### src/rtl/alu_exec_if.sv
// Handshake bundle between operand fetch, the execute ALU and writeback.
// The master side is the producer/consumer pair; the slave side is the ALU.
interface alu_exec_if #(parameter int WIDTH = 32);
  logic             in_valid;
  logic             in_ready;
  logic [4:0]       alu_ctl;
  logic [WIDTH-1:0] op_a;
  logic [WIDTH-1:0] op_b;
  logic             out_valid;
  logic             out_ready;
  logic [WIDTH-1:0] result;
  logic             zero;
  logic             ovf;
  logic             illegal;

  modport master (
    output in_valid, alu_ctl, op_a, op_b, out_ready,
    input  in_ready, out_valid, result, zero, ovf, illegal
  );

  modport slave (
    input  in_valid, alu_ctl, op_a, op_b, out_ready,
    output in_ready, out_valid, result, zero, ovf, illegal
  );
endinterface

### src/rtl/alu_exec.sv
// Execute-stage ALU with a one-deep registered output and valid/ready flow control.
// Define ALU_MUL_EN to add the WIDTH-cycle iterative shift-add multiplier (code 16).
module alu_exec #(
  parameter int WIDTH = 32
) (
  input logic       clk,
  input logic       rst,
  alu_exec_if.slave io
);
  localparam int MSB = WIDTH - 1;
  localparam logic [4:0] OP_AND = 5'd0;
  localparam logic [4:0] OP_OR  = 5'd1;
  localparam logic [4:0] OP_ADD = 5'd2;
  localparam logic [4:0] OP_SUB = 5'd6;
  localparam logic [4:0] OP_SLT = 5'd7;
  localparam logic [4:0] OP_NOR = 5'd8;
  localparam logic [4:0] OP_XOR = 5'd9;

  typedef struct packed {
    logic [WIDTH-1:0] result;
    logic             zero;
    logic             ovf;
    logic             illegal;
  } rsp_t;

  rsp_t             rsp_q, rsp_d;
  logic             out_valid_q;
  logic             free, accept, is_mul;
  logic [WIDTH-1:0] sum, diff;

  assign free   = !out_valid_q || io.out_ready;
  assign accept = io.in_valid && io.in_ready;
  assign sum    = io.op_a + io.op_b;
  assign diff   = io.op_a - io.op_b;

  // Single-cycle datapath; unknown codes fall through to the illegal response.
  always_comb begin
    rsp_d = '0;
    case (io.alu_ctl)
      OP_AND: rsp_d.result = io.op_a & io.op_b;
      OP_OR:  rsp_d.result = io.op_a | io.op_b;
      OP_ADD: begin
        rsp_d.result = sum;
        rsp_d.ovf    = (io.op_a[MSB] == io.op_b[MSB]) && (sum[MSB] != io.op_a[MSB]);
      end
      OP_SUB: begin
        rsp_d.result = diff;
        rsp_d.ovf    = (io.op_a[MSB] != io.op_b[MSB]) && (diff[MSB] != io.op_a[MSB]);
      end
      // Full signed compare so the answer stays right when a-b overflows.
      OP_SLT: rsp_d.result = {{(WIDTH-1){1'b0}}, ($signed(io.op_a) < $signed(io.op_b))};
      OP_NOR: rsp_d.result = ~(io.op_a | io.op_b);
      OP_XOR: rsp_d.result = io.op_a ^ io.op_b;
      default: rsp_d.illegal = 1'b1;
    endcase
    rsp_d.zero = (rsp_d.result == '0);
  end

`ifdef ALU_MUL_EN
  localparam logic [4:0] OP_MUL = 5'd16;
  localparam int CW = (WIDTH > 1) ? $clog2(WIDTH) : 1;

  typedef enum logic {IDLE, BUSY} state_t;

  state_t           state;
  logic [WIDTH-1:0] mcand, mplier, acc, acc_step, mul_res;
  logic [CW-1:0]    cnt;
  logic             done, last;
  rsp_t             mul_rsp;

  assign is_mul      = (io.alu_ctl == OP_MUL);
  assign last        = (cnt == CW'(WIDTH - 1));
  assign acc_step    = acc + (mplier[0] ? mcand : '0);
  // Final step and hand-off share an edge when the output is free; once done, acc is final.
  assign mul_res     = done ? acc : acc_step;
  assign mul_rsp     = '{result: mul_res, zero: (mul_res == '0), ovf: 1'b0, illegal: 1'b0};
  assign io.in_ready = (state == IDLE) && free && !rst;
`else
  assign is_mul      = 1'b0;
  assign io.in_ready = free && !rst;
`endif

  always_ff @(posedge clk or posedge rst) begin
    if (rst) begin
      rsp_q       <= '0;
      out_valid_q <= 1'b0;
`ifdef ALU_MUL_EN
      state       <= IDLE;
      cnt         <= '0;
      done        <= 1'b0;
      acc         <= '0;
      mcand       <= '0;
      mplier      <= '0;
`endif
    end else begin
      if (free) out_valid_q <= 1'b0;
      if (accept && !is_mul) begin
        rsp_q       <= rsp_d;
        out_valid_q <= 1'b1;
      end
`ifdef ALU_MUL_EN
      case (state)
        IDLE: if (accept && is_mul) begin
          mcand  <= io.op_a;
          mplier <= io.op_b;
          acc    <= '0;
          cnt    <= '0;
          done   <= 1'b0;
          state  <= BUSY;
        end
        BUSY: begin
          if (!done) begin
            acc    <= acc_step;
            mcand  <= mcand << 1;
            mplier <= mplier >> 1;
            if (last) done <= 1'b1;
            else      cnt  <= cnt + 1'b1;
          end
          if ((done || last) && free) begin
            rsp_q       <= mul_rsp;
            out_valid_q <= 1'b1;
            state       <= IDLE;
          end
        end
        default: state <= IDLE;
      endcase
`endif
    end
  end

  assign io.out_valid = out_valid_q;
  assign io.result    = rsp_q.result;
  assign io.zero      = rsp_q.zero;
  assign io.ovf       = rsp_q.ovf;
  assign io.illegal   = rsp_q.illegal;
endmodule
### src/flat_wrapper.sv
// flat-port wrapper written by rule: the top's interface ports become plain ports
module alu_exec_flat 
#(
  parameter int WIDTH = 32
)
  (clk, rst, io_in_valid, io_alu_ctl, io_op_a, io_op_b, io_out_ready, io_in_ready, io_out_valid, io_result, io_zero, io_ovf, io_illegal);
  alu_exec_if #(.WIDTH(WIDTH)) io_i ();
  input logic clk;
  input logic rst;
  input wire logic [$bits(io_i.in_valid)-1:0] io_in_valid;
  input wire logic [$bits(io_i.alu_ctl)-1:0] io_alu_ctl;
  input wire logic [$bits(io_i.op_a)-1:0] io_op_a;
  input wire logic [$bits(io_i.op_b)-1:0] io_op_b;
  input wire logic [$bits(io_i.out_ready)-1:0] io_out_ready;
  output wire logic [$bits(io_i.in_ready)-1:0] io_in_ready;
  output wire logic [$bits(io_i.out_valid)-1:0] io_out_valid;
  output wire logic [$bits(io_i.result)-1:0] io_result;
  output wire logic [$bits(io_i.zero)-1:0] io_zero;
  output wire logic [$bits(io_i.ovf)-1:0] io_ovf;
  output wire logic [$bits(io_i.illegal)-1:0] io_illegal;
  assign io_i.in_valid = io_in_valid;
  assign io_i.alu_ctl = io_alu_ctl;
  assign io_i.op_a = io_op_a;
  assign io_i.op_b = io_op_b;
  assign io_i.out_ready = io_out_ready;
  assign io_in_ready = io_i.in_ready;
  assign io_out_valid = io_i.out_valid;
  assign io_result = io_i.result;
  assign io_zero = io_i.zero;
  assign io_ovf = io_i.ovf;
  assign io_illegal = io_i.illegal;
  alu_exec #(.WIDTH(WIDTH)) u_core (.clk(clk), .rst(rst), .io(io_i));
endmodule
### config.mk
export PLATFORM = sky130hd
export DESIGN_NAME = alu_exec_flat
export DESIGN_NICKNAME = d
export VERILOG_FILES = /design/src/rtl/alu_exec_if.sv /design/src/rtl/alu_exec.sv /design/src/flat_wrapper.sv
export SDC_FILE = /design/constraint.sdc
export NUM_CORES = 1
export LEC_CHECK = 0
export CAP_MARGIN = 20
export CORE_ASPECT_RATIO = 1.5
export CORE_MARGIN = 2
export CORE_UTILIZATION = 52
export DETAILED_ROUTE_END_ITERATION = 6
export PLACE_DENSITY = 0.8
export SYNTH_ARGS = -nofsm -noshare
export SYNTH_HDL_FRONTEND = slang
export SYNTH_SLANG_ARGS = --single-unit
### constraint.sdc
create_clock -name clk -period 1.9 [get_ports clk]
set_input_delay 0.19 -clock clk [delete_from_list [all_inputs] [get_ports clk]]
set_output_delay 0.19 -clock clk [all_outputs]
set_load 0.03 [all_outputs]
==> impl_metrics.csv, run 1 <==
group,metric,value,unit
synth,yosysTopAreaCell,"ha_1",
placement,portBuffers,109,
synth,async_reset_ff_share,100,%
cts,cts-buffers-inserted,5,
synth,ys_seq_area_share,11.6,%
synth,yosysWarnings,0,
synth,synth_edf_count,0,
outcome,haltStage,"4_1_cts",
synth,synthesis.area,0.00775,sq mm
placement,hpwl,31000,microns
synth,synth-compound-area-share,35.3,%
synth,ys_types,79,
synth,synthSimpleGateAreaFrac,23.3,%
cts,clock_sinks,36,
floorplanning,die_y,153,microns
floorplanning,ios,110,
cts,ctsResizeCount,451,
synth,synth-adder-area-share,16.3,%
synth,synth_top_area_share,15.8,%
synth,syn_nets,1302,
floorplanning,die_x,104,microns
cts,cts_max_level,2,
cts,root_buffer,"clkbuf_16",
synth,synth_flop_cell,"dfrtp_1",
floorplanning,fp-row-count,54,
placement,gp_congestion,1.08,
synth,synthTopCellsByArea,"ha_1, dfrtp_1, nand2_1",
placement,place_ws,-2.17,ns
synth,synthCells,1129,
synth,synth_seq_cells,36,
cts,cts_hold_buf,0,
outcome,firstError,"[ERROR DPL-0033] detailed placement checks failed during check placement.",
synth,synthXorXnorAreaFrac,1.02,%
synth,synthMuxAreaShare,3.59,%
cts,cts_setup_buffers,71,
placement,place_inst,1782,
cts,clockBufferDepth,2,
outcome,status,"aborted with a tool error",
synth,synth_top_family_by_area,"compound AO/OA/AOI/OAI gates",
synth,syn_area_per_cell,6.86,sq um
floorplanning,initial_utilization,53.3,%
## synthesized netlist by cell type (all sizes together), types with 24 or more instances
master  number
inv        103
nand3       26
ha          98
o211ai      28
nor3        32
nand2      125
a21oi       87
o21ai       90
dfrtp       36
nor2        92
nor2b       24
a211oi      25
clkbuf      60
## through the flow
| step | util [%] | setup TNS [ns] | area [sq um] |
|---|---|---|---|
| floorplan | - | -9.17 | 8340 |
| global placement | 85.8 | -42.82 | 12500 |
| detailed placement | 85.8 | -45.59 | 12500 |
## kinds of logic after synthesis
kind of cell             Yosys count
AND/OR/NAND/NOR                  377
buffers and inverters            176
XOR/XNOR                           9
AO/OA/AOI/OAI                    405
adder cells (fa/ha/maj)          100
flip-flops                        36
multiplexers                      26
==> inputs of run 2 (changes only) <==
Settings changed: CORE_ASPECT_RATIO 1.5 to not set, CORE_UTILIZATION 52 to 40, PLACE_DENSITY 0.8 to not set, PLACE_DENSITY_LB_ADDON set to 0.15.
Clock period 1.9 ns to 2.5 ns, I/O delays scaled along.
==> impl_metrics.csv, run 2 <==
group,metric,value,unit
setup_path,path_max_fanout,3,
cts,cts-buffers-inserted,5,
cts,root_buffer,"clkbuf_16",
sta,hold_viol,0,
sta,finalMaxSlewViolations,0,
setup_path,cp-end-kind,"register",
placement,place_inst,1845,
layout,antennaDiodeCount,0,
power,pwr-share-seq,14.5,%
drt,ant_nets,0,
global_route,antenna_found_initial,0,
setup_path,worstPathCellList,"buf_8 > clkinvlp_4 > ha_4 > nor3_2 > o311ai_4 > a31oi_4 > nor3_4 > mux2_4 > or4_4 > a211o_1 > or4_4 > and4bb_1 > o2111ai_2 > o21ai_1",
global_route,gr-total-overflow,0,
synth,synth_seq_cells,36,
layout,syn2layout_area_growth,84.9,%
setup_path,crit_required,2.71,ns
cts,clk_latency,0.28,ns
cts,clock_sinks,36,
setup_path,crit_slowest_cell,"or4_4",
placement,gp_congestion,1.04,
global_route,track_usage,34.9,%
floorplanning,initial_utilization,41.1,%
synth,synth_flop_cell,"dfrtp_1",
cts,cts_tree,"yes",
synth,ys_types,79,
floorplanning,dieArea,0.0205,sq mm
placement,place_ws,-1.72,ns
power,leakage,6.52,nW
floorplanning,die_y,143,microns
outcome,violations,"design-rule violations, negative setup slack",
sta,tightest_slew,0.525,ns
sta,max_freq,0.297,GHz
sta,post-route-min-period,3.36,ns
cts,cts_max_level,2,
power,p_clk_share,15.3,%
layout,final_nets,1827,
synth,async_reset_ff_share,100,%
placement,postPlaceCellArea,0.0123,sq mm
layout,final_cells,1915,
layout,finish.utilization,76.0,%
power,power,4.65,mW
placement,portBuffers,109,
layout,layout-drive-gt1-share,47.3,%
power,powerDensity,325,mW/mm^2
setup_path,crit_top_cell,"or4_4",
worst_hold_path,hold_class,"input port to asynchronous set/reset pin",
synth,synthCells,1129,
synth,syn_nets,1302,
drt,drt_iter0_drc,1144,
synth,ys_top_cells_by_count,"nand2_1, inv_1, ha_1",
sta,period_share,134,%
drt,firstDrtPassIters,7,
synth,yosysMostFrequentCell,"nand2_1",
cts,clockBufferDepth,2,
power,switchingPower,1.95,mW
power,p_comb_share,70.2,%
sta,slew_headroom,64.4,%
floorplanning,ios,110,
placement,hpwl,28400,microns
layout,fin_area,0.0143,sq mm
sta,rsz0062_at_grt,"true",
setup_path,startpoint_type,"input port",
flow_run,cap_viol_max_count,0,
setup_path,crit_arrival,3.57,ns
synth,syn_area_per_cell,6.86,sq um
layout,layout_commonest_cell,"buf_4",
layout,largest_reg_flops,32,
drt,routed_wl,37000,microns
power,ir_drop,0.298,mV
layout,mostFrequentLayoutCells,"buf_4, nand2_1, nor2_1",
drt,wl_per_cell,19.3,microns
floorplanning,die_x,143,microns
outcome,status,"complete, but fails checks",
global_route,grt_first_pass_wirelength,56200,microns
sta,whs,0.437,ns
synth,ys_seq_area_share,11.6,%
drt,post-route-drc-count,5,
power,cell_internal_pwr,2.70,mW
setup_path,cpPeakStageDelay,0.52,ns
global_route,first_global_vias,10570,
synth,synth_edf_count,0,
synth,synthesis.area,0.00775,sq mm
sta,clock-skew-final,0.00329,ns
synth,synth_top_area_share,15.8,%
sta,setup_tns,-7.41,ns
floorplanning,fp-row-count,50,
floorplanning,core_area,0.0188,sq mm
sta,setup_viol,18,
synth,synthTopCellsByArea,"ha_1, dfrtp_1, nand2_1",
cts,clk_pin_slew_worst_paths,0.06,ns
global_route,grt_max_degree,41,
drt,routed_via_density,5.78,
setup_path,crit_type,"input port to register",
power,switching_share,41.9,%
drt,via_count,11065,
sta,fin_ws,-0.862,ns
synth,yosysTopAreaCell,"ha_1",
synth,yosysWarnings,0,
-- run 2: cell counts after synthesis --
Identical to the previous run, type by type.
-- run 2: layout make-up --
| type | count | area (sq um) |
|---|---|---|
| multi-input combinational | 917 | 7600 |
| tap | 260 | 325 |
| inverter | 104 | 452 |
| sequential | 36 | 901 |
| clock inverter | 3 | 42.5 |
| clock buffer | 5 | 125 |
| timing repair buffer | 590 | 4870 |
| fill | 1451 | 4510 |
-- run 2: metal layers --
layer	track usage [%]	vias up	routed length (microns)
li1	-	5161	-
met1	48.4	5211	16000
met2	56.7	598	16600
met3	4.93	95	3250
met4	9.28	0	1170
met5	0	-	0
-- run 2: timing repair --
action / 4_1_cts / 5_1_grt
pin swaps: 83 / 83
hold buffers: 0 / 0
gates resized for setup: 325 / 143
hold endpoints to repair: 0 / 0
setup endpoints to repair: 30 / 27
buffers inserted: 46 / 32
-- run 2: worst paths after layout --
path                                            from              endpoint  slack (ns)  cells past startpoint
worst max-delay path                      io_op_b[1]        u_core.io.zero       -0.86                     14
worst min-delay path                             rst   u_core.io.result[2]        0.44                      3
worst max register to register   u_core.io.out_valid        u_core.io.zero        0.18                      9
worst min register to register  u_core.io.result[27]  u_core.io.result[27]        0.47                      2
max in group asynchronous                        rst  u_core.io.result[16]        1.73                      3
min in group clk                u_core.io.result[27]  u_core.io.result[27]        0.47                      2
-- run 2: kinds of logic after synthesis --
logic type / count (synthesis) / synth area share (%)
AO/OA/AOI/OAI: 405 / 35.3
AND/OR/NAND/NOR: 377 / 23.3
flip-flops: 36 / 11.6
adder cells (fa/ha/maj): 100 / 16.3
multiplexers: 26 / 3.59
buffers and inverters: 176 / 8.75
XOR/XNOR: 9 / 1.02
-- run 2: power groups by stage --
stage               Sequential (mW)  Combinational (mW)  Clock (mW)
floorplan                     0.791                1.21           0
global placement              0.681                2.62           0
detailed placement            0.684                2.65           0
CTS                           0.674                2.98       0.714
global route                  0.681                3.47       0.739
finish                        0.675                3.27       0.710
-- run 2: critical path, delay by kind of cell --
kind            cells  cell delay (ns)
compound gates      5             0.96
mux                 1             0.32
fa+ha+maj           1             0.30
simple gates        5             1.52
buf+inv             2             0.21
Note: power is estimated with default switching activity, not from simulation.
